### config.mk
export PLATFORM = sky130hd
export DESIGN_NAME = gcd_param
export DESIGN_NICKNAME = d
export VERILOG_FILES = /design/src/rtl/gcd_pkg.sv /design/src/rtl/gcd_stein_dp.sv /design/src/rtl/gcd_param.sv
export SDC_FILE = /design/constraint.sdc
export NUM_CORES = 1
export LEC_CHECK = 0
export ABC_AREA = 1
export CAP_MARGIN = 10
export CORE_UTILIZATION = 30
export DETAILED_ROUTE_END_ITERATION = 16
export GPL_TIMING_DRIVEN = 0
export PLACE_DENSITY_LB_ADDON = 0.1
export SLEW_MARGIN = 20
export SYNTH_ARGS = -nofsm -noshare
export SYNTH_HDL_FRONTEND = slang
export SYNTH_HIERARCHICAL = 1
export SYNTH_SLANG_ARGS = --single-unit
export TNS_END_PERCENT = 20
### constraint.sdc
create_clock -name clk -period 8.3 [get_ports clk]
set_clock_uncertainty 0.15 [all_clocks]
set_input_delay 1.66 -clock clk [delete_from_list [all_inputs] [get_ports clk]]
set_output_delay 1.66 -clock clk [all_outputs]
set_load 0.02 [all_outputs]
### src/rtl/gcd_pkg.sv
// gcd_pkg: shared definitions for the Stein GCD engine.
//   gcd_state_t : controller state encoding (3-bit codes, 6/7 unused)
//   ST_W        : width of the state encoding
//   gcd_cw()    : default width of the iteration counter for a given W
package gcd_pkg;

  localparam int ST_W = 3;

  typedef enum logic [ST_W-1:0] {
    ST_IDLE    = 3'd0,
    ST_CHECK   = 3'd1,
    ST_SHIFT   = 3'd2,
    ST_REDUCE  = 3'd3,
    ST_DONE    = 3'd4,
    ST_INVALID = 3'd5
  } gcd_state_t;

  // Counter wide enough for the worst-case SHIFT+REDUCE count (< 4W).
  function automatic int gcd_cw(input int w);
    return $clog2(4 * w) + 1;
  endfunction

endpackage

### src/rtl/gcd_stein_dp.sv
// gcd_stein_dp: datapath of the binary GCD engine.
// Holds working operands a/b, the common power-of-two count k, the result
// register and the saturating cycle counter. All actions are strobed by the
// controller; status flags are purely combinational from a/b.
//   clk, rst        : clock, asynchronous active-low reset
//   ld              : load operands, clear k and cycles
//   shift_both      : a>>=1, b>>=1, k++
//   shift_a/shift_b : halve a single operand
//   sub_ab/sub_ba   : a-=b / b-=a (caller guarantees minuend is larger)
//   ld_out          : capture result into out
//   cnt_en          : count one SHIFT/REDUCE cycle (saturating)
//   a_eq_b ... b_zero : status flags to the controller
//   out, cycles     : result and iteration count
module gcd_stein_dp #(
  parameter int W  = 8,
  parameter int CW = 6
) (
  input  logic          clk,
  input  logic          rst,
  input  logic          ld,
  input  logic [W-1:0]  data_in1,
  input  logic [W-1:0]  data_in2,
  input  logic          shift_both,
  input  logic          shift_a,
  input  logic          shift_b,
  input  logic          sub_ab,
  input  logic          sub_ba,
  input  logic          ld_out,
  input  logic          cnt_en,
  output logic          a_eq_b,
  output logic          a_gt_b,
  output logic          a_even,
  output logic          b_even,
  output logic          a_zero,
  output logic          b_zero,
  output logic [W-1:0]  out,
  output logic [CW-1:0] cycles
);

  localparam int KW = $clog2(W) + 1;

  logic [W-1:0]  a_reg;
  logic [W-1:0]  b_reg;
  logic [KW-1:0] k_reg;
  logic [W-1:0]  out_reg;
  logic [W-1:0]  out_next;
  logic [CW-1:0] cycles_reg;

  assign a_eq_b = (a_reg == b_reg);
  assign a_gt_b = (a_reg > b_reg);
  assign a_even = ~a_reg[0];
  assign b_even = ~b_reg[0];
  assign a_zero = (a_reg == '0);
  assign b_zero = (b_reg == '0);

  // With one operand zero the other is the answer (k is still 0 then);
  // both zero yields 0. Otherwise a==b and the common factor is restored.
  always_comb begin
    out_next = a_reg << k_reg;
    if (a_zero) begin
      out_next = b_reg;
    end else if (b_zero) begin
      out_next = a_reg;
    end
  end

  always_ff @(posedge clk or negedge rst) begin
    if (!rst) begin
      a_reg <= '0;
      b_reg <= '0;
      k_reg <= '0;
    end else if (ld) begin
      a_reg <= data_in1;
      b_reg <= data_in2;
      k_reg <= '0;
    end else if (shift_both) begin
      a_reg <= a_reg >> 1;
      b_reg <= b_reg >> 1;
      k_reg <= k_reg + KW'(1);
    end else if (shift_a) begin
      a_reg <= a_reg >> 1;
    end else if (shift_b) begin
      b_reg <= b_reg >> 1;
    end else if (sub_ab) begin
      a_reg <= a_reg - b_reg;
    end else if (sub_ba) begin
      b_reg <= b_reg - a_reg;
    end
  end

  always_ff @(posedge clk or negedge rst) begin
    if (!rst) begin
      out_reg <= '0;
    end else if (ld_out) begin
      out_reg <= out_next;
    end
  end

  // Saturating counter: holds at all-ones instead of wrapping.
  always_ff @(posedge clk or negedge rst) begin
    if (!rst) begin
      cycles_reg <= '0;
    end else if (ld) begin
      cycles_reg <= '0;
    end else if (cnt_en && (cycles_reg != '1)) begin
      cycles_reg <= cycles_reg + CW'(1);
    end
  end

  assign out    = out_reg;
  assign cycles = cycles_reg;

endmodule

### src/rtl/gcd_param.sv
// gcd_param: W-bit binary (Stein) GCD engine with go/done handshake.
// Controller FSM lives here; arithmetic lives in gcd_stein_dp.
//   clk, rst            : clock, asynchronous active-low reset
//   go                  : start request, honoured only in IDLE
//   data_in1, data_in2  : operands, captured on the accepting edge
//   out                 : GCD result, held until next accepted go
//   cycles              : SHIFT+REDUCE cycles of the last operation
//   idle, busy          : status decoded from the present state
//   done                : one-cycle pulse in DONE or INVALID
//   invalid             : one-cycle pulse when both operands were zero
//   ps                  : present-state code
module gcd_param
  import gcd_pkg::*;
#(
  parameter int W  = 8,
  parameter int CW = gcd_cw(W)
) (
  input  logic            clk,
  input  logic            rst,
  input  logic            go,
  input  logic [W-1:0]    data_in1,
  input  logic [W-1:0]    data_in2,
  output logic [W-1:0]    out,
  output logic [CW-1:0]   cycles,
  output logic            idle,
  output logic            busy,
  output logic            done,
  output logic            invalid,
  output logic [ST_W-1:0] ps
);

  gcd_state_t state_reg;
  gcd_state_t state_next;

  logic ld, shift_both, shift_a, shift_b, sub_ab, sub_ba, ld_out, cnt_en;
  logic a_eq_b, a_gt_b, a_even, b_even, a_zero, b_zero;

  always_ff @(posedge clk or negedge rst) begin
    if (!rst) begin
      state_reg <= ST_IDLE;
    end else begin
      state_reg <= state_next;
    end
  end

  always_comb begin
    state_next = state_reg;
    ld         = 1'b0;
    shift_both = 1'b0;
    shift_a    = 1'b0;
    shift_b    = 1'b0;
    sub_ab     = 1'b0;
    sub_ba     = 1'b0;
    ld_out     = 1'b0;
    cnt_en     = 1'b0;
    case (state_reg)
      ST_IDLE: begin
        if (go) begin
          ld         = 1'b1;
          state_next = ST_CHECK;
        end
      end
      ST_CHECK: begin
        if (a_zero && b_zero) begin
          ld_out     = 1'b1;
          state_next = ST_INVALID;
        end else if (a_zero || b_zero) begin
          ld_out     = 1'b1;
          state_next = ST_DONE;
        end else begin
          state_next = ST_SHIFT;
        end
      end
      ST_SHIFT: begin
        cnt_en = 1'b1;
        if (a_even && b_even) begin
          shift_both = 1'b1;
        end else begin
          state_next = ST_REDUCE;
        end
      end
      ST_REDUCE: begin
        cnt_en = 1'b1;
        if (a_even) begin
          shift_a = 1'b1;
        end else if (b_even) begin
          shift_b = 1'b1;
        end else if (a_eq_b) begin
          ld_out     = 1'b1;
          state_next = ST_DONE;
        end else if (a_gt_b) begin
          sub_ab = 1'b1;
        end else begin
          sub_ba = 1'b1;
        end
      end
      ST_DONE, ST_INVALID: begin
        state_next = ST_IDLE;
      end
      default: begin
        state_next = ST_IDLE;
      end
    endcase
  end

  gcd_stein_dp #(
    .W  (W),
    .CW (CW)
  ) u_dp (
    .clk        (clk),
    .rst        (rst),
    .ld         (ld),
    .data_in1   (data_in1),
    .data_in2   (data_in2),
    .shift_both (shift_both),
    .shift_a    (shift_a),
    .shift_b    (shift_b),
    .sub_ab     (sub_ab),
    .sub_ba     (sub_ba),
    .ld_out     (ld_out),
    .cnt_en     (cnt_en),
    .a_eq_b     (a_eq_b),
    .a_gt_b     (a_gt_b),
    .a_even     (a_even),
    .b_even     (b_even),
    .a_zero     (a_zero),
    .b_zero     (b_zero),
    .out        (out),
    .cycles     (cycles)
  );

  assign idle    = (state_reg == ST_IDLE);
  assign busy    = (state_reg == ST_CHECK) || (state_reg == ST_SHIFT) ||
                   (state_reg == ST_REDUCE);
  assign done    = (state_reg == ST_DONE) || (state_reg == ST_INVALID);
  assign invalid = (state_reg == ST_INVALID);
  assign ps      = state_reg;

endmodule
==> results.toml <==
[status]
status = "finished clean"

[worst_setup_path]
cp.arrival_ps = 3710
worst-setup-path-type = "flop to flop"
required_ps = 8350
crit_path_max_fanout = 10
crit_path_end_kind = "flop"
crit_slowest_cell = "o21ai_0"
path_cells = "inv_1, ha_1, nand2_1, inv_1, nand4_1, nor3_1, nand3_1, o21ai_0, inv_1, buf_2, a21oi_1, nand3_1, nand2_1, inv_1"
slowest_delay_ps = 650
path_common_cell = "inv_1"
path_delay_family = "simple AND/OR/NAND/NOR gates"
timing.critical_path.buf_inv = 5
start_kind = "flop"

[floorplan]
die_area_um2 = 11300
die_y_um = 106
pin_count = 40
die_w_um = 106
coreArea_um2 = 10500
initial_core_util_pct = 31.3
std_cell_rows = 37

[synth]
async_flop_share_pct = 100
synthXorXnorAreaFrac_pct = 0.268
syn-mean-instance-area_um2 = 6.40
netlist_area_um2 = 3270
ys_top_cells_by_count = "144 x nand2_1, 73 x inv_1, 50 x nand3_1"
synth_edf_count = 0
yosysMostFrequentCell = "nand2_1"
synth_mux_area_share_pct = 0
synth_ff_type = "dfrtp_1"
yosys.area.top_type = "dfrtp_1"
synth_top_cell_area_share_pct = 28.3
synth_adder_area_share_pct = 7.73
synth_compound_area_share_pct = 14.6
syn-num-nets = 549
yosys_warnings = 6
syn_inst = 511
ys_top_cells_by_area = "dfrtp_1 28%, nand2_1 17%, inv_1 8.4%"
ys_seq_area_share_pct = 28.3
synthSimpleGateAreaFrac_pct = 37.8
ys_types = 35
synth_top_family_by_area = "simple AND/OR/NAND/NOR gates"
ys_ff_latch = 37

[flow_run]
cap_viol_max_count = 0

[global_route]
globalRouteOverflowTotal = 0
grt_pass1_wl_mm = 17.0
antenna_found_initial = 0
grt_pass1_vias = 3324
grt_max_degree = 22
grt_use_total_pct = 19.4

[sta]
grt_setup_unrepaired = "false"
setup-tns-final_ps = 0
fmax_mhz = 273
post-route-min-period_ps = 3660
fin_crit_sh_pct = 44.1
tightest_slew_ps = 785
finalSetupViolCount = 0
slew_headroom_pct = 47.1
hold_violations = 0
maxSlewViolCount = 0

[finish]
final_core_util_pct = 37.9
area_delta_synth_final_pct = 21.3
regArea_um2 = 926
fillers = 1167
final_nets = 596
final_cells = 695
layout-drive-gt1-share_pct = 8.77
diodes = 0
multi_input_area_um2 = 1980

[detailed_routing]
drt_iter0_drc = 188
via_per_inst = 4.85
firstDrtPassIters = 4
ant_nets = 0
post_drt_wl_per_cell_um = 14.8
drc_errors = 0
wirelength_mm = 10.3
vias = 3373

[placement]
gp_congestion = 0.934
dp.cells = 687
hpwl_mm = 7.99
io_buffers = 39

[cts]
cts.path.max_buffers = 2
cts_made_buffers = 5
cts_hold_buf = 0
worstSkewPairLatency_ps = 300
clockRootBuffer = "clkbuf_8"
cts_sinks = 37
path_clk_slew_ps = 90
postCtsSetupBuffers = 0
ctsResizeCount = 0
h-tree-depth = 2
cts_tree = "yes"

[power_and_ir_drop]
p_clk_share_pct = 8.9
p_seq_share_pct = 20.4
p_sw_mw = 1.05
p_int_mw = 0.838
peakVddDrop_mv = 0.140
power_density_nw_per_um2 = 476
p_sw_share_pct = 55.7
combPwrFrac_pct = 70.6
p_leak_nw = 2.03

[worst_hold_path]
hp-class = "flop to flop"
power by group through the flow:
| stage | clock [mW] | sequential, mW | combinational, mW |
|---|---|---|---|
| global route | 0.182 | 0.399 | 1.52 |
| detailed placement | 0 | 0.388 | 1.32 |
| finish | 0.168 | 0.386 | 1.33 |
| floorplan | 0 | 0.377 | 0.947 |
| global placement | 0 | 0.389 | 1.32 |
| CTS | 0.177 | 0.386 | 1.33 |
per-layer routing:
| layer | GRT usage, % | vias to the layer above | part of all wire, % |
|---|---|---|---|
| met5 | 0 | - | 0 |
| met4 | 4.99 | 0 | 1.6 |
| met3 | 2.82 | 14 | 4.0 |
| met2 | 30.0 | 91 | 43 |
| met1 | 28.0 | 1532 | 51 |
| li1 | - | 1736 | - |
metrics by stage:
stage | area, um2 | hold slack (ps) | power, mW | setup slack, ps
after floorplan | 3270 | 327 | 1.32 | 5290
after global placement | 3830 | 317 | 1.71 | 4290
after detailed placement | 3850 | 326 | 1.71 | 4660
after CTS | 3970 | 352 | 1.89 | 4640
after global routing | 3970 | 372 | 2.10 | 4280
final | 3970 | 338 | 1.89 | 4640
layout by cell type, fill, tap and decap left out, types with 5 or more instances in the layout:
cell	instances
ha_1	17
nor2_1	49
inv_1	73
nand2_1	144
buf_2	7
dfrtp_1	37
o21ai_0	24
a21oi_1	43
nand3_1	50
clkbuf_8	5
nor3_1	12
o21ai_2	5
nand4_1	7
clkdlybuf4s50_1	38
area by class of cell:
class,count,share of cell area (%)
inverter,79,7.60
clock buffer,5,1.73
clock inverter,3,1.17
timing repair buffer,40,10.4
tap,136,4.29
buffer,11,1.70
sequential,37,23.3
multi-input combinational,384,49.8
worst register-to-register path, cell delays in order (launching register included):
cell and delay, ps:
dfrtp_1 570, inv_1 190, ha_1 460, nand2_1 100, inv_1 140, nand4_1 100
nor3_1 370, nand3_1 160, o21ai_0 650, inv_1 120, buf_2 210, a21oi_1 130
nand3_1 110, nand2_1 80, inv_1 40
cells by family after synthesis:
logic type / after synthesis
simple gates: 280
buf+inv: 90
compound gates: 84
flops: 37
fa+ha+maj: 19
xor+xnor: 1
worst paths after layout:
| path | startpoint | endpoint | slack (ps) | cells past startpoint |
|---|---|---|---|---|
| min in group asynchronous | rst | ps[1]$_DFFE_PN0P_ | 1150 | 1 |
| worst max register to register | u_dp/a_reg[5]$_DFFE_PN0P_ | u_dp/out[5]$_DFFE_PN0P_ | 4640 | 14 |
| worst max-delay path | u_dp/a_reg[5]$_DFFE_PN0P_ | u_dp/out[5]$_DFFE_PN0P_ | 4640 | 14 |
| max in group asynchronous | rst | u_dp/out[3]$_DFFE_PN0P_ | 6380 | 2 |
| worst min-delay path | u_dp/out[1]$_DFFE_PN0P_ | u_dp/out[1]$_DFFE_PN0P_ | 340 | 2 |
| worst min register to register | u_dp/out[1]$_DFFE_PN0P_ | u_dp/out[1]$_DFFE_PN0P_ | 340 | 2 |
(Power assumes the default switching activity.)
